## config.mk

```make
export PLATFORM = sky130hd
export DESIGN_NAME = hub75_scan_ctrl_flat
export DESIGN_NICKNAME = d
export VERILOG_FILES = /design/src/rtl/hub75_scan_ctrl_pkg.sv /design/src/rtl/hub75_scan_ctrl_if.sv /design/src/rtl/hub75_scan_cnt.sv /design/src/rtl/hub75_scan_ctrl.sv /design/src/flat_wrapper.sv
export SDC_FILE = /design/constraint.sdc
export NUM_CORES = 1
export LEC_CHECK = 0
export ABC_AREA = 1
export BUFFER_PORTS_ARGS = -buffer_cell sky130_fd_sc_hd__buf_2
export CORE_UTILIZATION = 54
export DETAILED_ROUTE_END_ITERATION = 10
export MAX_ROUTING_LAYER = met4
export PLACE_DENSITY = 0.87
export SYNTH_ARGS = -nofsm -noshare
export SYNTH_HDL_FRONTEND = slang
export SYNTH_SLANG_ARGS = --single-unit
```

## constraint.sdc

```tcl
create_clock -name clk -period 3.1 [get_ports clk]
set_input_delay 0.62 -clock clk [delete_from_list [all_inputs] [get_ports clk]]
set_output_delay 0.62 -clock clk [all_outputs]
set_load 0.02 [all_outputs]
```

## src/rtl/hub75_scan_ctrl_pkg.sv

```systemverilog
// Shared definitions for the HUB75 scan controller: FSM state encodings
// and the width helper used to size row/plane buses.
package hub75_scan_ctrl_pkg;

    // FSM state encodings, kept as plain constants so legacy tools and
    // waveform viewers see stable numeric codes.
    localparam logic [2:0] ST_IDLE  = 3'd0;
    localparam logic [2:0] ST_SHIFT = 3'd1;
    localparam logic [2:0] ST_WAIT  = 3'd2;
    localparam logic [2:0] ST_LATCH = 3'd3;
    localparam logic [2:0] ST_SHOW  = 3'd4;

    // Bits needed to index v items, never less than 1 so that a single
    // plane or row still gets a legal one-bit bus.
    function automatic int log2_w(input int v);
        int w;
        w = 1;
        while ((1 << w) < v) begin
            w = w + 1;
        end
        return w;
    endfunction

endpackage

```

## src/rtl/hub75_scan_ctrl_if.sv

```systemverilog
// Handshake bundle between the scan controller and the row shifter /
// blanking unit. The controller is the master side.
interface hub75_scan_ctrl_if
    import hub75_scan_ctrl_pkg::*;
#(
    parameter int N_ROWS   = 32,
    parameter int N_PLANES = 8
);
    localparam int ROW_W   = log2_w(N_ROWS);
    localparam int PLANE_W = log2_w(N_PLANES);

    // Shifter request/idle
    logic                shift_go;
    logic [ROW_W-1:0]    shift_row;
    logic [PLANE_W-1:0]  shift_plane;
    logic                shift_rdy;

    // Blanking unit start/idle
    logic                blank_go;
    logic [N_PLANES-1:0] blank_plane;
    logic                blank_rdy;

    modport master (
        output shift_go, shift_row, shift_plane, blank_go, blank_plane,
        input  shift_rdy, blank_rdy
    );

    modport slave (
        input  shift_go, shift_row, shift_plane, blank_go, blank_plane,
        output shift_rdy, blank_rdy
    );

endinterface

```

## src/rtl/hub75_scan_cnt.sv

```systemverilog
// Row/plane position counter for the scan. Plane is the fast digit,
// row the slow one; o_last flags the final plane of the final row.
module hub75_scan_cnt
    import hub75_scan_ctrl_pkg::*;
#(
    parameter int N_ROWS   = 32,
    parameter int N_PLANES = 8,
    localparam int ROW_W   = log2_w(N_ROWS),
    localparam int PLANE_W = log2_w(N_PLANES)
) (
    input  logic               clk,
    input  logic               rst,
    input  logic               i_clr,
    input  logic               i_adv,
    output logic [ROW_W-1:0]   o_row,
    output logic [PLANE_W-1:0] o_plane,
    output logic               o_last
);

    logic [ROW_W-1:0]   r_row;
    logic [PLANE_W-1:0] r_plane;
    logic               w_row_last;
    logic               w_plane_last;

    assign w_row_last   = (r_row   == ROW_W'(N_ROWS - 1));
    assign w_plane_last = (r_plane == PLANE_W'(N_PLANES - 1));

    // Advance plane, carry into row, wrap both at their last value.
    always_ff @(posedge clk or posedge rst) begin
        // NOTE: state registers use non-blocking assignments so every
        // flop samples the pre-edge value, independent of block ordering.
        if (rst) begin
            r_row   <= '0;
            r_plane <= '0;
        end else if (i_clr) begin
            r_row   <= '0;
            r_plane <= '0;
        end else if (i_adv) begin
            if (w_plane_last) begin
                r_plane <= '0;
                r_row   <= w_row_last ? '0 : r_row + ROW_W'(1);
            end else begin
                r_plane <= r_plane + PLANE_W'(1);
            end
        end
    end

    assign o_row   = r_row;
    assign o_plane = r_plane;
    assign o_last  = w_row_last & w_plane_last;

endmodule

```

## src/rtl/hub75_scan_ctrl.sv

```systemverilog
// HUB75 panel scan controller. Sequences one row/plane step at a time:
// shift the next data into the panel while the previous plane is still
// on display, wait for both shifter and blanking unit to go idle, latch
// and re-address the panel, then start the BCM display period.
module hub75_scan_ctrl
    import hub75_scan_ctrl_pkg::*;
#(
    parameter int N_ROWS   = 32,
    parameter int N_PLANES = 8,
    localparam int ROW_W   = log2_w(N_ROWS),
    localparam int PLANE_W = log2_w(N_PLANES)
) (
    input  logic              clk,
    input  logic              rst,
    input  logic              ctrl_run,
    output logic              frame_end,
    output logic [ROW_W-1:0]  hub75_addr,
    output logic              hub75_le,
    hub75_scan_ctrl_if.master scan
);

    logic [2:0]          r_state;
    logic                r_shift_go;
    logic                r_blank_go;
    logic                r_hub75_le;
    logic                r_frame_end;
    logic [ROW_W-1:0]    r_hub75_addr;
    logic [N_PLANES-1:0] r_blank_plane;

    logic [ROW_W-1:0]    w_row;
    logic [PLANE_W-1:0]  w_plane;
    logic                w_frame_last;
    logic                w_cnt_clr;
    logic                w_cnt_adv;
    logic [N_PLANES-1:0] w_plane_code;

    // Counters only move at the end of a display start and are held at
    // zero while idle, so a restart always begins at row 0, plane 0.
    assign w_cnt_clr = (r_state == ST_IDLE);
    assign w_cnt_adv = (r_state == ST_SHOW);

    hub75_scan_cnt #(
        .N_ROWS   (N_ROWS),
        .N_PLANES (N_PLANES)
    ) u_cnt (
        .clk     (clk),
        .rst     (rst),
        .i_clr   (w_cnt_clr),
        .i_adv   (w_cnt_adv),
        .o_row   (w_row),
        .o_plane (w_plane),
        .o_last  (w_frame_last)
    );

    // Display-length code: plane p shows for 2^p units, i.e. p low ones.
    always_comb begin
        // NOTE: default first so no path leaves the vector unassigned,
        // which would otherwise infer a latch.
        w_plane_code = '0;
        for (int i = 0; i < N_PLANES; i++) begin
            if (i < int'(w_plane)) begin
                w_plane_code[i] = 1'b1;
            end
        end
    end

    // Scan FSM; each pulse is set on entry to its state so it is high for
    // exactly the one cycle spent in that state.
    always_ff @(posedge clk or posedge rst) begin
        if (rst) begin
            r_state       <= ST_IDLE;
            r_shift_go    <= 1'b0;
            r_blank_go    <= 1'b0;
            r_hub75_le    <= 1'b0;
            r_frame_end   <= 1'b0;
            r_hub75_addr  <= '0;
            r_blank_plane <= '0;
        end else begin
            r_shift_go  <= 1'b0;
            r_blank_go  <= 1'b0;
            r_hub75_le  <= 1'b0;
            r_frame_end <= 1'b0;
            case (r_state)
                ST_IDLE: begin
                    if (ctrl_run) begin
                        r_state    <= ST_SHIFT;
                        r_shift_go <= 1'b1;
                    end
                end
                ST_SHIFT: begin
                    r_state <= ST_WAIT;
                end
                ST_WAIT: begin
                    // Address may only change while the panel is blanked.
                    if (scan.shift_rdy && scan.blank_rdy) begin
                        r_state      <= ST_LATCH;
                        r_hub75_le   <= 1'b1;
                        r_hub75_addr <= w_row;
                    end
                end
                ST_LATCH: begin
                    r_state       <= ST_SHOW;
                    r_blank_go    <= 1'b1;
                    r_blank_plane <= w_plane_code;
                    r_frame_end   <= w_frame_last;
                end
                ST_SHOW: begin
                    // Stop requests are honoured only at a frame boundary;
                    // otherwise start shifting the next step immediately so
                    // it overlaps the display period just started.
                    if (w_frame_last && !ctrl_run) begin
                        r_state <= ST_IDLE;
                    end else begin
                        r_state    <= ST_SHIFT;
                        r_shift_go <= 1'b1;
                    end
                end
                default: begin
                    r_state <= ST_IDLE;
                end
            endcase
        end
    end

    assign scan.shift_go    = r_shift_go;
    assign scan.shift_row   = w_row;
    assign scan.shift_plane = w_plane;
    assign scan.blank_go    = r_blank_go;
    assign scan.blank_plane = r_blank_plane;
    assign hub75_le         = r_hub75_le;
    assign hub75_addr       = r_hub75_addr;
    assign frame_end        = r_frame_end;

endmodule

```

## src/flat_wrapper.sv

```systemverilog
// flat-port wrapper written by rule: the top's interface ports become plain ports
module hub75_scan_ctrl_flat import hub75_scan_ctrl_pkg::*;
#(
    parameter int N_ROWS   = 32,
    parameter int N_PLANES = 8,
    localparam int ROW_W   = log2_w(N_ROWS),
    localparam int PLANE_W = log2_w(N_PLANES)
)
  (clk, rst, ctrl_run, frame_end, hub75_addr, hub75_le, scan_shift_go, scan_shift_row, scan_shift_plane, scan_blank_go, scan_blank_plane, scan_shift_rdy, scan_blank_rdy);
  hub75_scan_ctrl_if #(.N_ROWS(N_ROWS), .N_PLANES(N_PLANES)) scan_i ();
  input  logic clk;
  input  logic rst;
  input  logic ctrl_run;
  output logic frame_end;
  output logic [ROW_W-1:0] hub75_addr;
  output logic hub75_le;
  output wire logic [$bits(scan_i.shift_go)-1:0] scan_shift_go;
  output wire logic [$bits(scan_i.shift_row)-1:0] scan_shift_row;
  output wire logic [$bits(scan_i.shift_plane)-1:0] scan_shift_plane;
  output wire logic [$bits(scan_i.blank_go)-1:0] scan_blank_go;
  output wire logic [$bits(scan_i.blank_plane)-1:0] scan_blank_plane;
  input wire logic [$bits(scan_i.shift_rdy)-1:0] scan_shift_rdy;
  input wire logic [$bits(scan_i.blank_rdy)-1:0] scan_blank_rdy;
  assign scan_shift_go = scan_i.shift_go;
  assign scan_shift_row = scan_i.shift_row;
  assign scan_shift_plane = scan_i.shift_plane;
  assign scan_blank_go = scan_i.blank_go;
  assign scan_blank_plane = scan_i.blank_plane;
  assign scan_i.shift_rdy = scan_shift_rdy;
  assign scan_i.blank_rdy = scan_blank_rdy;
  hub75_scan_ctrl #(.N_ROWS(N_ROWS), .N_PLANES(N_PLANES)) u_core (.clk(clk), .rst(rst), .ctrl_run(ctrl_run), .frame_end(frame_end), .hub75_addr(hub75_addr), .hub75_le(hub75_le), .scan(scan_i));
endmodule
```

# After elaboration in Yosys (flattened, before gate mapping)
# Index checks and enable logic that the tools add are counted.
[totals]
regBits = 27
elab_cells = 61
input_bits = 5
[classes]
n_addsub = 2
n_mux = 25
bitwise = 1
reduce_logical = 9
order_cmp = 7
eq_ne = 8
[ops]
columns = ["operator", "n"]
rows = [
  ["$mux W5", 4],
  ["$mux W3", 5],
  ["$pmux W3 S5", 1],
  ["$mux W1", 14],
  ["$lt A3 B3 Y1 const A", 3],
  ["$eq A3 B2 Y1 const B", 2],
  ["$eq A3 B3 Y1 const B", 2],
  ["$lt A1 B3 Y1 const A", 2],
  ["$lt A2 B3 Y1 const A", 2],
  ["$reduce_and A2 Y1", 3],
  ["$add A5 B1 Y5 const B", 1],
  ["$eq A5 B5 Y1 const B", 1],
  ["$reduce_bool A2 Y1", 2],
  ["$add A3 B1 Y3 const B", 1],
  ["$eq A3 B1 Y1 const B", 1],
  ["$logic_not A3 Y1", 1],
  ["$logic_and A1 B1 Y1", 2],
  ["$ne A2 B1 Y1 const B", 1],
  ["$ne A2 B2 Y1 const B", 1],
  ["$pmux W1 S2", 1],
  ["$and A1 B1 Y1", 1],
  ["$logic_not A1 Y1", 1],
]

# Longest topological paths before layout
# Gate-level depths: netlist of the first run.
[logic_depth]
word_depth = 5
ltp_mapped = 9

# Modules after synthesis
# A second synthesis of the first run with hierarchy kept.
[hier_totals]
hier_cells = 144
area_unflattened_um2 = 1281.2
[by_module_without_submodules]
columns = ["module", "seq_area_each_um2", "area_each_um2", "cells_each", "n_inst"]
rows = [
  ["hub75_scan_ctrl", 475.5, 815.8, 87, 1],
  ["hub75_scan_cnt", 200.2, 465.4, 57, 1],
]

# Worst setup path before layout of the first run
# No wires, ideal clock.
[synth_timing]
kind = "register to register"
from = "register u_core.u_cnt.r_row[0], in the netlist u_core.u_cnt.o_row[0]"
to = "register u_core.r_state[0]"
path_slack_ps = 1628
n_path_buf = 0
path_stages_with_launch = 8
period_less_slack_ps = 1472
arrival_time_ps = 1352
setup_time_ps = 120
t_required_ps = 2980
cell_sequence = "dfrtp_1 -> ha_1 -> inv_1 -> nor3_1 -> ha_1 -> nand3_1 -> a21oi_1 -> nor2_1"
[synth_between]
elab_chain_cells = 5
[synth_lines]
columns = ["element", "line_no", "rtl"]
rows = [
  ["from (decl)", "hub75_scan_cnt.sv:20", "logic [ROW_W-1:0] r_row;"],
  ["from (signal assigned)", "hub75_scan_cnt.sv:41", "r_row <= w_row_last ? '0 : r_row + ROW_W'(1);"],
  ["$eq A5 B5 Y1", "hub75_scan_cnt.sv:25", "assign w_row_last = (r_row == ROW_W'(N_ROWS - 1));"],
  ["$and A1 B1 Y1", "hub75_scan_cnt.sv:50", "assign o_last = w_row_last & w_plane_last;"],
  ["$logic_and A1 B1 Y1", "hub75_scan_ctrl.sv:111", "if (w_frame_last && !ctrl_run) begin"],
  ["$mux W1", "hub75_scan_ctrl.sv:111", ""],
  ["$pmux W3 S5", "hub75_scan_ctrl.sv:83", "case (r_state)"],
  ["to (signal assigned)", "hub75_scan_ctrl.sv:86", "r_state <= ST_SHIFT;"],
  ["to (signal assigned)", "hub75_scan_ctrl.sv:112", "r_state <= ST_IDLE;"],
  ["to (signal assigned)", "hub75_scan_ctrl.sv:114", "r_state <= ST_SHIFT;"],
  ["to (decl)", "hub75_scan_ctrl.sv:22", "logic [2:0] r_state;"],
]
# Every way passes these cells.
# A chain may end at the register's enable or synchronous reset.

# Worst setup path after layout of the first run
[layout_timing]
from = "register u_core.u_cnt.r_plane[0], in the netlist u_core.u_cnt.o_plane[0]"
to = "output port scan_shift_plane[0]"
[layout_rtl]
columns = ["element", "line_no", "rtl"]
rows = [
  ["from (decl)", "hub75_scan_cnt.sv:21", "logic [PLANE_W-1:0] r_plane;"],
  ["from (signal assigned)", "hub75_scan_cnt.sv:43", "r_plane <= r_plane + PLANE_W'(1);"],
  ["to (decl)", "flat_wrapper.sv:19", "output wire logic [$bits(scan_i.shift_plane)-1:0] scan_shift_plane;"],
]
# No word-level cell between the ends.

==> results.ini, run 1 <==
[critical_path]
cp_cell_sequence=buf_2
path_max_fanout=8
rrSetupSlack_ns=1.52
start_kind=flip-flop
timing.rr.start=u_core.u_cnt.o_plane[0]
reg2reg_to=u_core.u_cnt.o_row[2]
critical_path.max_stage_delay_ns=0.51
end_kind=primary output
worstPathRequired_ns=2.48
crit_type=reg -> out
rr_worst_depth=7
critPathTopFamily=flip-flops
crit_buf_inv=1
slowest_stage=dfrtp_1
arrival_ns=1.05

[routing]
avgRoutedWirePerCell_um=12.05
drtIter0Drc=24
via_count=1002
wl_mm=2.326
viasPerCell=5.192
ant_nets=0
drtPass1Iterations=4
drc=0

[grt]
antenna_found_initial=0
grt_pass1_vias=969
grt-ovfl-total=0
track_usage=0.2282
grt_max_degree=28
grt_pass1_wl_mm=4.215

[power]
ir_drop_mv=0.5035
p_seq_frac=0.509
p_int_w=0.0005462
power.net_switching_w=0.0004026
pwr-share-clk=0.158
p_leak_nw=0.8317
swShare=0.4243
p_per_area_nw_per_um2=669.9
p_comb_frac=0.333

[cts]
ctsHoldBuffers=0
cts-root-buf=clkbuf_4
cts_tree=done
h-tree-depth=1
clk_latency_ns=0.32
post_cts_buffers=0
cts_resized=0
cts_sinks=27
numCtsBuffers=3
clk_path_buf_depth=2
path_clk_slew_ns=0.14

[layout]
area_delta_synth_final_pct=14.11
antenna_cells=0
drive_gt1_frac=0.2470
nets=176

[yosys]
ys_top_cells_by_count=45 x nand2_1, 27 x dfrtp_1, 13 x inv_1
synth.area.top_cells=dfrtp_1 54%, nand2_1 14%, o21ai_0 4.4%, ha_1 4.0%, inv_1 3.9%
synth_top_area_share=0.5444
synth_most_common_cell=nand2_1
synthFlopType=dfrtp_1
ys_async_sr_fraction=1.000
synth_edf_count=0
synth_cell_types=22
synth-seq-cells=27
ys_seq_area_frac=0.5444
synthCells=137
yosys_warnings=0
synth.net_count=146
yosys.area.top_type=dfrtp_1
synth_area_um2=1241
synth.avg_cell_area_um2=9.060

[sta]
hold_violations=0
fin_crit_ns=1.668
fin_hold_ws_ns=0.4904
relSlewSlack=0.3486
max_freq_ghz=0.5996
finalSetupViolCount=0
fin_crit_sh=0.5380
finalSetupTns_ns=0
clock-skew-final_ns=0.006264
rsz0062_at_grt=false
maxSlewViolCount=0
worstMarginPinSlew_ns=0.9760

[floorplanning]
die_w_um=49.94
start_util=0.6019
rows=16
core_um2=2062
die_h_um=49.94
die-area_um2=2494
ioPinCount=30

[job]
maxCapViolCount=0

[min_path]
min_to=u_core.scan.blank_plane[1]
hp-start=u_core.scan.blank_plane[1]
hold_depth=2
hp-class=reg -> reg

[placement]
gp_congestion=0.8661
place_hpwl_mm=1.726
numPortBuffers=28

[outcome]
outcome=completed

==> power groups by stage <==
| stage | Clock, W | Sequential (W) | Combinational [W] |
|---|---|---|---|
| global route | 0.000164 | 0.000491 | 0.000353 |
| floorplan | 0 | 0.000498 | 0.000233 |
| CTS | 0.000152 | 0.000483 | 0.000318 |
| finish | 0.000150 | 0.000483 | 0.000316 |
| detailed placement | 0 | 0.000490 | 0.000316 |
| global placement | 0 | 0.000484 | 0.000310 |
==> kinds of logic after synthesis <==
kind of cell             count (synthesis)  share of synthesized area
multiplexers                             1                   0.008065
adder cells (fa/ha/maj)                  4                    0.04032
buffers and inverters                   17                    0.06350
AO/OA/AOI/OAI                           16                    0.06754
flip-flops                              27                     0.5444
AND/OR/NAND/NOR                         71                     0.2732
other                                    1                   0.003021
==> stage by stage <==
step                setup slack (ns)    util  total power, W  std cells  cell area (um^2)
detailed placement             1.565  0.6735       0.0008063        189              1389
finish                         1.432  0.6869       0.0009488        193              1416
global route                   1.391  0.6869        0.001008        193              1416
global placement               1.599  0.6735       0.0007935        189              1389
floorplan                      1.628       -       0.0007318        137              1241
CTS                            1.429  0.6869       0.0009530        193              1416
==> per-layer routing <==
layer / up-vias / global-route usage / wire (um) / share of wire
li1: 494 / - / - / -
met2: 31 / 0.3739 / 1146 / 0.49
met4: 0 / 0.09048 / 42 / 0.018
met5: - / - / 0 / 0
met3: 6 / 0.02778 / 85 / 0.037
met1: 471 / 0.2866 / 1051 / 0.45
==> flip-flops by register name, summed over array words and instances (netlist names) <==
| name | cells |
|---|---|
| u_core.scan.blank_plane | 7 |
| u_core.scan.blank_go | 1 |
| u_core.hub75_addr | 5 |
| u_core.r_state | 3 |
| u_core.hub75_le | 1 |
| u_core.frame_end | 1 |
| u_core.u_cnt.o_plane | 3 |
| u_core.u_cnt.o_row | 5 |
| u_core.scan.shift_go | 1 |
==> worst max-delay path by stage <==
stage,cells after the start,endpoint,start,slack (ns)
finish,1,scan_shift_plane[0],u_core.u_cnt.o_plane[0],1.43
global route,1,scan_shift_plane[0],u_core.u_cnt.o_plane[0],1.39
CTS,1,scan_shift_plane[0],u_core.u_cnt.o_plane[0],1.43
detailed placement,2,u_core.u_cnt.o_plane[0],rst,1.56
global placement,7,u_core.u_cnt.o_row[2],u_core.u_cnt.o_plane[0],1.60
floorplan,7,u_core.r_state[0],u_core.u_cnt.o_row[0],1.63
==> tightest hold or removal path, stage by stage, from the launching register on <==
cell and delay (ns):
dfrtp_1 0.37, nand2_1 0.05, nand2_1 0.04
==> layout make-up <==
type	count	area [um^2]
Clock buffer	3	22.52
Clock inverter	1	5.005
Fill cell	162	645.6
Inverter	14	52.55
Multi-Input combinational cell	93	486.7
Sequential cell	27	675.6
Tap cell	27	33.78
Timing Repair Buffer	28	140.1
==> cell usage in the layout, fill, tap and decap left out, drive strengths merged <==
master	netlist	routed
ha	4	4
conb	1	1
mux2i	1	1
buf	3	28
clkinv	0	1
nor2	11	11
nor3	1	1
nand2	47	47
dfrtp	27	27
clkbuf	0	3
a21oi	2	2
nand3	8	8
nand4	4	4
o21ai	14	14
inv	14	14
Power figures use the tool's default switching activity.
==> run 2, diff against run 1 <==
--- a/config.mk
+++ b/config.mk
@@ -7,10 +7,10 @@
 export LEC_CHECK = 0
 export ABC_AREA = 1
 export BUFFER_PORTS_ARGS = -buffer_cell sky130_fd_sc_hd__buf_2
-export CORE_UTILIZATION = 54
+export CORE_UTILIZATION = 46
 export DETAILED_ROUTE_END_ITERATION = 10
 export MAX_ROUTING_LAYER = met4
-export PLACE_DENSITY = 0.87
+export PLACE_DENSITY = 0.8
 export SYNTH_ARGS = -nofsm -noshare
 export SYNTH_HDL_FRONTEND = slang
 export SYNTH_SLANG_ARGS = --single-unit
==> constraint.sdc (replaced) <==
create_clock -name clk -period 1.5 [get_ports clk]
set_input_delay 0.3 -clock clk [delete_from_list [all_inputs] [get_ports clk]]
set_output_delay 0.3 -clock clk [all_outputs]
set_load 0.02 [all_outputs]
==> run 2 against run 1 <==
- the flow now finishes with violations (negative hold slack)
- combinational power is 140% higher
- cell count up 5.7%
- utilization fell by 9.5 points
- non-clock buffer count grew 8
- wire length grew 1.0%
- largest cell class unchanged
- highest routed layer unchanged
==> results.ini, run 2 (synthesis results as in run 1) <==
[placement]
pre_cts_slack_ns=0.08343  ; -1.481 ns
place_hpwl_mm=1.792  ; +3.8%
gp_congestion=0.8263  ; -4.6%
numPortBuffers=28  ; unchanged

[critical_path]
end_kind=flip-flop
critPathTopFamily=flip-flops
cp.depth=7  ; +6
rr_worst_depth=7  ; unchanged
cp_cell_sequence=ha_1, ha_1, nor2_2, nor2_2, inv_1, nand2_1, nand2_1
crit_buf_inv=1  ; unchanged
start_kind=flip-flop
crit_type=reg -> reg
rrSetupSlack_ns=0.11  ; -1.41 ns
reg2reg_to=u_core.u_cnt.o_row[2]
worstPathRequired_ns=1.77  ; -0.71 ns
path_max_fanout=5  ; -3
timing.rr.start=u_core.u_cnt.o_plane[1]
arrival_ns=1.66  ; +0.61 ns
critical_path.max_stage_delay_ns=0.43  ; -0.08 ns
slowest_stage=dfrtp_1

[min_path]
hp-class=in -> async

[layout]
layout.area.seq_um2=675.6  ; unchanged
largest_register_ffs=7  ; unchanged
multi_input_area_um2=496.7  ; +2.1%
nets=184  ; +4.5%
final_cell_mix=45 x nand2_1, 28 x buf_2, 27 x dfrtp_1
area_delta_synth_final_pct=20.26
antenna_cells=0  ; unchanged
final_common_cell=nand2_1
nFillCells=219  ; +35%
drive_gt1_frac=0.3046  ; +0.05761

[cts]
h-tree-depth=1  ; unchanged
cts_tree=done
clk_path_buf_depth=2  ; unchanged
numCtsBuffers=3  ; unchanged
path_clk_slew_ns=0.15  ; about the same
cts_sinks=27  ; unchanged
ctsHoldBuffers=0  ; unchanged
clk_latency_ns=0.32  ; about the same
cts-root-buf=clkbuf_4

[power]
pwr-share-clk=0.159  ; about the same
p_per_area_nw_per_um2=1349  ; +100%
swShare=0.4182  ; -0.006094
p_leak_nw=0.8663  ; +4.2%
power.net_switching_w=0.0008420  ; +110%
p_comb_frac=0.370  ; +0.037
p_int_w=0.001171  ; +110%
p_seq_frac=0.472  ; -0.037
ir_drop_mv=1.008  ; +100%

[job]
maxCapViolCount=0  ; unchanged

[routing]
wl_mm=2.350  ; +1.0%
avgRoutedWirePerCell_um=11.52  ; -4.4%
drtIter0Drc=13  ; -46%
viasPerCell=4.887  ; -5.9%
via_count=997  ; -0.50%
ant_nets=0  ; unchanged
drc=0  ; unchanged
drtPass1Iterations=4  ; unchanged

[outcome]
violations=negative hold slack
outcome=finished, violations left

[floorplanning]
start_util=0.4921  ; -0.1099
die-area_um2=2910  ; +17%
rows=18  ; +2
ioPinCount=30  ; unchanged
core_um2=2522  ; +22%
die_h_um=53.95  ; +8.0%
die_w_um=53.95  ; +8.0%

[sta]
maxSlewViolCount=0  ; unchanged
clock-skew-final_ns=0.007944  ; +0.001680 ns
max_freq_ghz=0.7178
hold_violations=4  ; +4
rsz0062_at_grt=true
fin_crit_sh=0.9288
finalSetupTns_ns=0  ; unchanged
fin_crit_ns=1.393
worst_slack_ns=0.1068  ; -1.326 ns
finalSetupViolCount=0  ; unchanged
fin_hold_ws_ns=-0.001449  ; -0.4919 ns

[grt]
antenna_found_initial=0  ; unchanged
grt-ovfl-total=0  ; unchanged
grt_pass1_vias=786  ; -19%
track_usage=0.1699  ; -0.05824
grt_max_degree=28  ; unchanged
grt_pass1_wl_mm=3.429  ; -19%

-- run 2: power by group through the flow --
stage | sequential (W) | combinational (W) | clock, W
floorplan | 0.00103 | 0.000482 | 0
global placement | 0.000956 | 0.000716 | 0
detailed placement | 0.000966 | 0.000738 | 0
CTS | 0.000950 | 0.000741 | 0.000329
global route | 0.000965 | 0.000817 | 0.000364
finish | 0.000950 | 0.000744 | 0.000319
-- run 2: what timing repair did --
action,in CTS,in global routing
endpoints found under the setup margin,0,5
resized for setup,0,4
buffers inserted,0,1
-- run 2: worst min-delay path: cells and delay by family --
family                 cells  cell delay [ns]
buffers and inverters      3             0.44
-- run 2: layout make-up --
class / count / share of cell area
clock inverters: 1 / 0.005029
inverters: 14 / 0.03521
clock buffers: 3 / 0.01509
repair buffers: 36 / 0.1341
well taps: 30 / 0.02515
flip-flops and latches: 27 / 0.4526
multi-input cells: 93 / 0.3328
-- run 2: per-stage QoR --
| step | power, W | std cells | util | cell area (um^2) | hold slack [ns] |
|---|---|---|---|---|---|
| 6_report | 0.002013 | 204 | 0.5918 | 1493 | -0.001449 |
| 5_1_grt | 0.002146 | 204 | 0.5918 | 1493 | 0.006772 |
| 3_5_place_dp | 0.001704 | 199 | 0.5729 | 1445 | 0.3734 |
| 4_1_cts | 0.002021 | 203 | 0.5848 | 1475 | 0.007020 |
| 3_3_place_gp | 0.001672 | 199 | 0.5729 | 1445 | 0.3659 |
| 2_1_floorplan | 0.001512 | 137 | - | 1241 | 0.3527 |
-- run 2: worst max-delay path by stage --
stage | from | endpoint | slack, ns
floorplan | u_core.u_cnt.o_row[0] | u_core.r_state[0] | 0.03
global placement | u_core.u_cnt.o_row[0] | u_core.u_cnt.o_row[3] | 0.15
detailed placement | u_core.u_cnt.o_row[0] | u_core.u_cnt.o_row[3] | 0.08
CTS | u_core.u_cnt.o_plane[1] | u_core.u_cnt.o_row[2] | 0.05
global route | u_core.u_cnt.o_row[0] | u_core.u_cnt.o_row[3] | -0.006
finish | u_core.u_cnt.o_plane[1] | u_core.u_cnt.o_row[2] | 0.11
-- run 2: per-layer routing --
metal | routed length (um) | vias up | track usage
met1 | 1133 | 468 | 0.2201
met3 | 63 | 2 | 0.02825
met5 | 0 | - | -
met4 | 19 | 0 | 0.07018
li1 | - | 510 | -
met2 | 1133 | 17 | 0.2613
==> run 3, diff against run 2 <==
--- a/config.mk
+++ b/config.mk
@@ -7,10 +7,12 @@
 export LEC_CHECK = 0
 export ABC_AREA = 1
 export BUFFER_PORTS_ARGS = -buffer_cell sky130_fd_sc_hd__buf_2
-export CORE_UTILIZATION = 46
+export CELL_PAD_IN_SITES_DETAIL_PLACEMENT = 0
+export CELL_PAD_IN_SITES_GLOBAL_PLACEMENT = 1
+export CORE_UTILIZATION = 35
 export DETAILED_ROUTE_END_ITERATION = 10
 export MAX_ROUTING_LAYER = met4
-export PLACE_DENSITY = 0.8
+export PLACE_DENSITY = 0.81
 export SYNTH_ARGS = -nofsm -noshare
 export SYNTH_HDL_FRONTEND = slang
 export SYNTH_SLANG_ARGS = --single-unit
==> run 3 against run 2 <==
- utilization is 14 points lower
- critical endpoint is now scan_shift_row[0]
- sequential power is 0.6% lower
- design area is 1.4% higher
- register-to-register slack better by 0.04 ns
- sequential share of layout area is 0.64 points lower
- hold slack better by 0.0047 ns
- the flow now finishes without violations
- setup slack better by 0.036 ns
- power is 0.48% lower
==> results.ini, run 3 (synthesis results as in run 1) <==
[grt]
grt_pass1_vias=890  ; +13%
track_usage=0.1376  ; -0.03237
grt_max_degree=28  ; unchanged
grt_pass1_wl_mm=3.753  ; +9.4%
grt-ovfl-total=0  ; unchanged
antenna_found_initial=0  ; unchanged

[critical_path]
cp_cell_sequence=buf_4, buf_2
arrival_ns=1.06  ; -0.60 ns
rr_worst_depth=9  ; +2
crit_buf_inv=2  ; +1
critical_path.max_stage_delay_ns=0.41  ; -0.02 ns
end_kind=primary output
worstPathRequired_ns=1.20  ; -0.57 ns
crit_type=reg -> out
slowest_stage=dfrtp_1
critPathTopFamily=flip-flops
cp-startpoint=u_core.u_cnt.o_row[0]
reg2reg_to=u_core.u_cnt.o_row[3]
path_max_fanout=5  ; unchanged
rrSetupSlack_ns=0.14  ; +0.04 ns
timing.rr.start=u_core.u_cnt.o_row[0]
start_kind=flip-flop

[layout]
fin_util=0.4501  ; -0.1416
largest_register_ffs=7  ; unchanged
drive_gt1_frac=0.3064  ; +0.001761
final_cell_area_um2=1514  ; +1.4%
final_cell_mix=45 x nand2_1, 28 x buf_2, 27 x dfrtp_1
final_common_cell=nand2_1
nets=183  ; -0.54%
area_delta_synth_final_pct=21.98
antenna_cells=0  ; unchanged

[sta]
fin_crit_ns=1.357  ; -0.03598 ns
finalSetupViolCount=0  ; unchanged
fin_hold_ws_ns=0.003242  ; +0.004690 ns
hold_violations=0  ; -4
maxSlewViolCount=0  ; unchanged
rsz0062_at_grt=false
max_freq_ghz=0.7368  ; +2.7%
finalSetupTns_ns=0  ; unchanged
clock-skew-final_ns=0.001074  ; -0.006870 ns
fin_crit_sh=0.9048  ; -0.02398

[power]
p_seq_frac=0.471  ; about the same
ir_drop_mv=0.4387  ; -56%
p_leak_nw=0.8631  ; -0.36%
p_per_area_nw_per_um2=1323  ; -1.9%
p_comb_frac=0.374  ; +0.004
swShare=0.4142  ; -0.004009
p_int_w=0.001174  ; +0.21%
pwr-share-clk=0.155  ; -0.004
power.net_switching_w=0.0008299  ; -1.4%
fin_total_pwr_w=0.002004  ; -0.48%

[routing]
viasPerCell=4.507  ; -7.8%
drtPass1Iterations=4  ; unchanged
avgRoutedWirePerCell_um=10.75  ; -6.7%
wl_mm=2.354  ; +0.17%
ant_nets=0  ; unchanged
drtIter0Drc=35  ; +22
via_count=987  ; -1.0%
drc=0  ; unchanged

[floorplanning]
core_um2=3363  ; +33%
start_util=0.3690  ; -0.1230
die_h_um=61.55  ; +14%
rows=21  ; +3
ioPinCount=30  ; unchanged
die_w_um=61.55  ; +14%
die-area_um2=3788  ; +30%

[cts]
clk_path_buf_depth=2  ; unchanged
clk_latency_ns=0.32  ; about the same
cts_sinks=27  ; unchanged
cts_tree=done
path_clk_slew_ns=0.14  ; about the same
cts-root-buf=clkbuf_4
numCtsBuffers=3  ; unchanged
h-tree-depth=1  ; unchanged
post_cts_buffers=0  ; unchanged

[placement]
numPortBuffers=28  ; unchanged
place_hpwl_mm=1.797  ; +0.27%
gp_congestion=0.7928  ; -4.1%
place_area_um2=1465  ; +1.4%

[job]
maxCapViolCount=0  ; unchanged

[min_path]
hp-class=in -> async

[outcome]
outcome=completed

==> run 3: tightest hold or removal path, cell delays in order <==
cell and delay, ns:
buf_2 0.09, inv_1 0.04, buf_4 0.32
==> run 3: what timing repair did <==
| item | CTS | global route |
|---|---|---|
| hold buffers | 0 | 0 |
| hold endpoints to repair | 0 | 0 |
| setup endpoints to repair | 0 | 6 |
| resized for setup | 0 | 6 |
==> run 3: area by class of cell <==
type | count | area [um^2]
Fill cell | 360 | 1849
Clock buffer | 3 | 22.52
Inverter | 14 | 52.55
Multi-Input combinational cell | 93 | 508.0
Clock inverter | 1 | 5.005
Sequential cell | 27 | 675.6
Tap cell | 46 | 57.56
Timing Repair Buffer | 35 | 192.7
==> run 3: worst max path at each step <==
stage	slack, ns	endpoint	cells after the start
3_5_place_dp	0.11	u_core.u_cnt.o_row[4]	7
4_1_cts	0.07	u_core.u_cnt.o_row[4]	7
3_3_place_gp	0.13	u_core.u_cnt.o_row[3]	9
6_report	0.14	scan_shift_row[0]	2
5_1_grt	0.007	u_core.r_state[0]	7
2_1_floorplan	0.03	u_core.r_state[0]	7
==> run 3: metal layers <==
metal  vias to the layer above  GRT usage  wire (um)
met5                         -          -          0
met4                         0    0.05714         32
met3                         5    0.01261         54
met2                        19     0.2320       1167
met1                       456     0.1680       1099
li1                        507          -          -
==> run 3: power groups by stage <==
stage                     registers (W)  clock network [W]  logic [W]
after floorplan                 0.00103                  0   0.000482
after global placement         0.000957                  0   0.000726
after detailed placement       0.000961                  0   0.000738
after CTS                      0.000945           0.000321   0.000741
after global routing           0.000957           0.000339   0.000870
final                          0.000944           0.000310   0.000750
==> run 3: metrics by stage <==
| stage | std cells | worst slack, ns |
|---|---|---|
| 6_report | 219 | 0.1428 |
| 5_1_grt | 219 | 0.007459 |
| 4_1_cts | 219 | 0.06875 |
| 3_5_place_dp | 215 | 0.1062 |
| 3_3_place_gp | 215 | 0.1341 |
| 2_1_floorplan | 137 | 0.02840 |
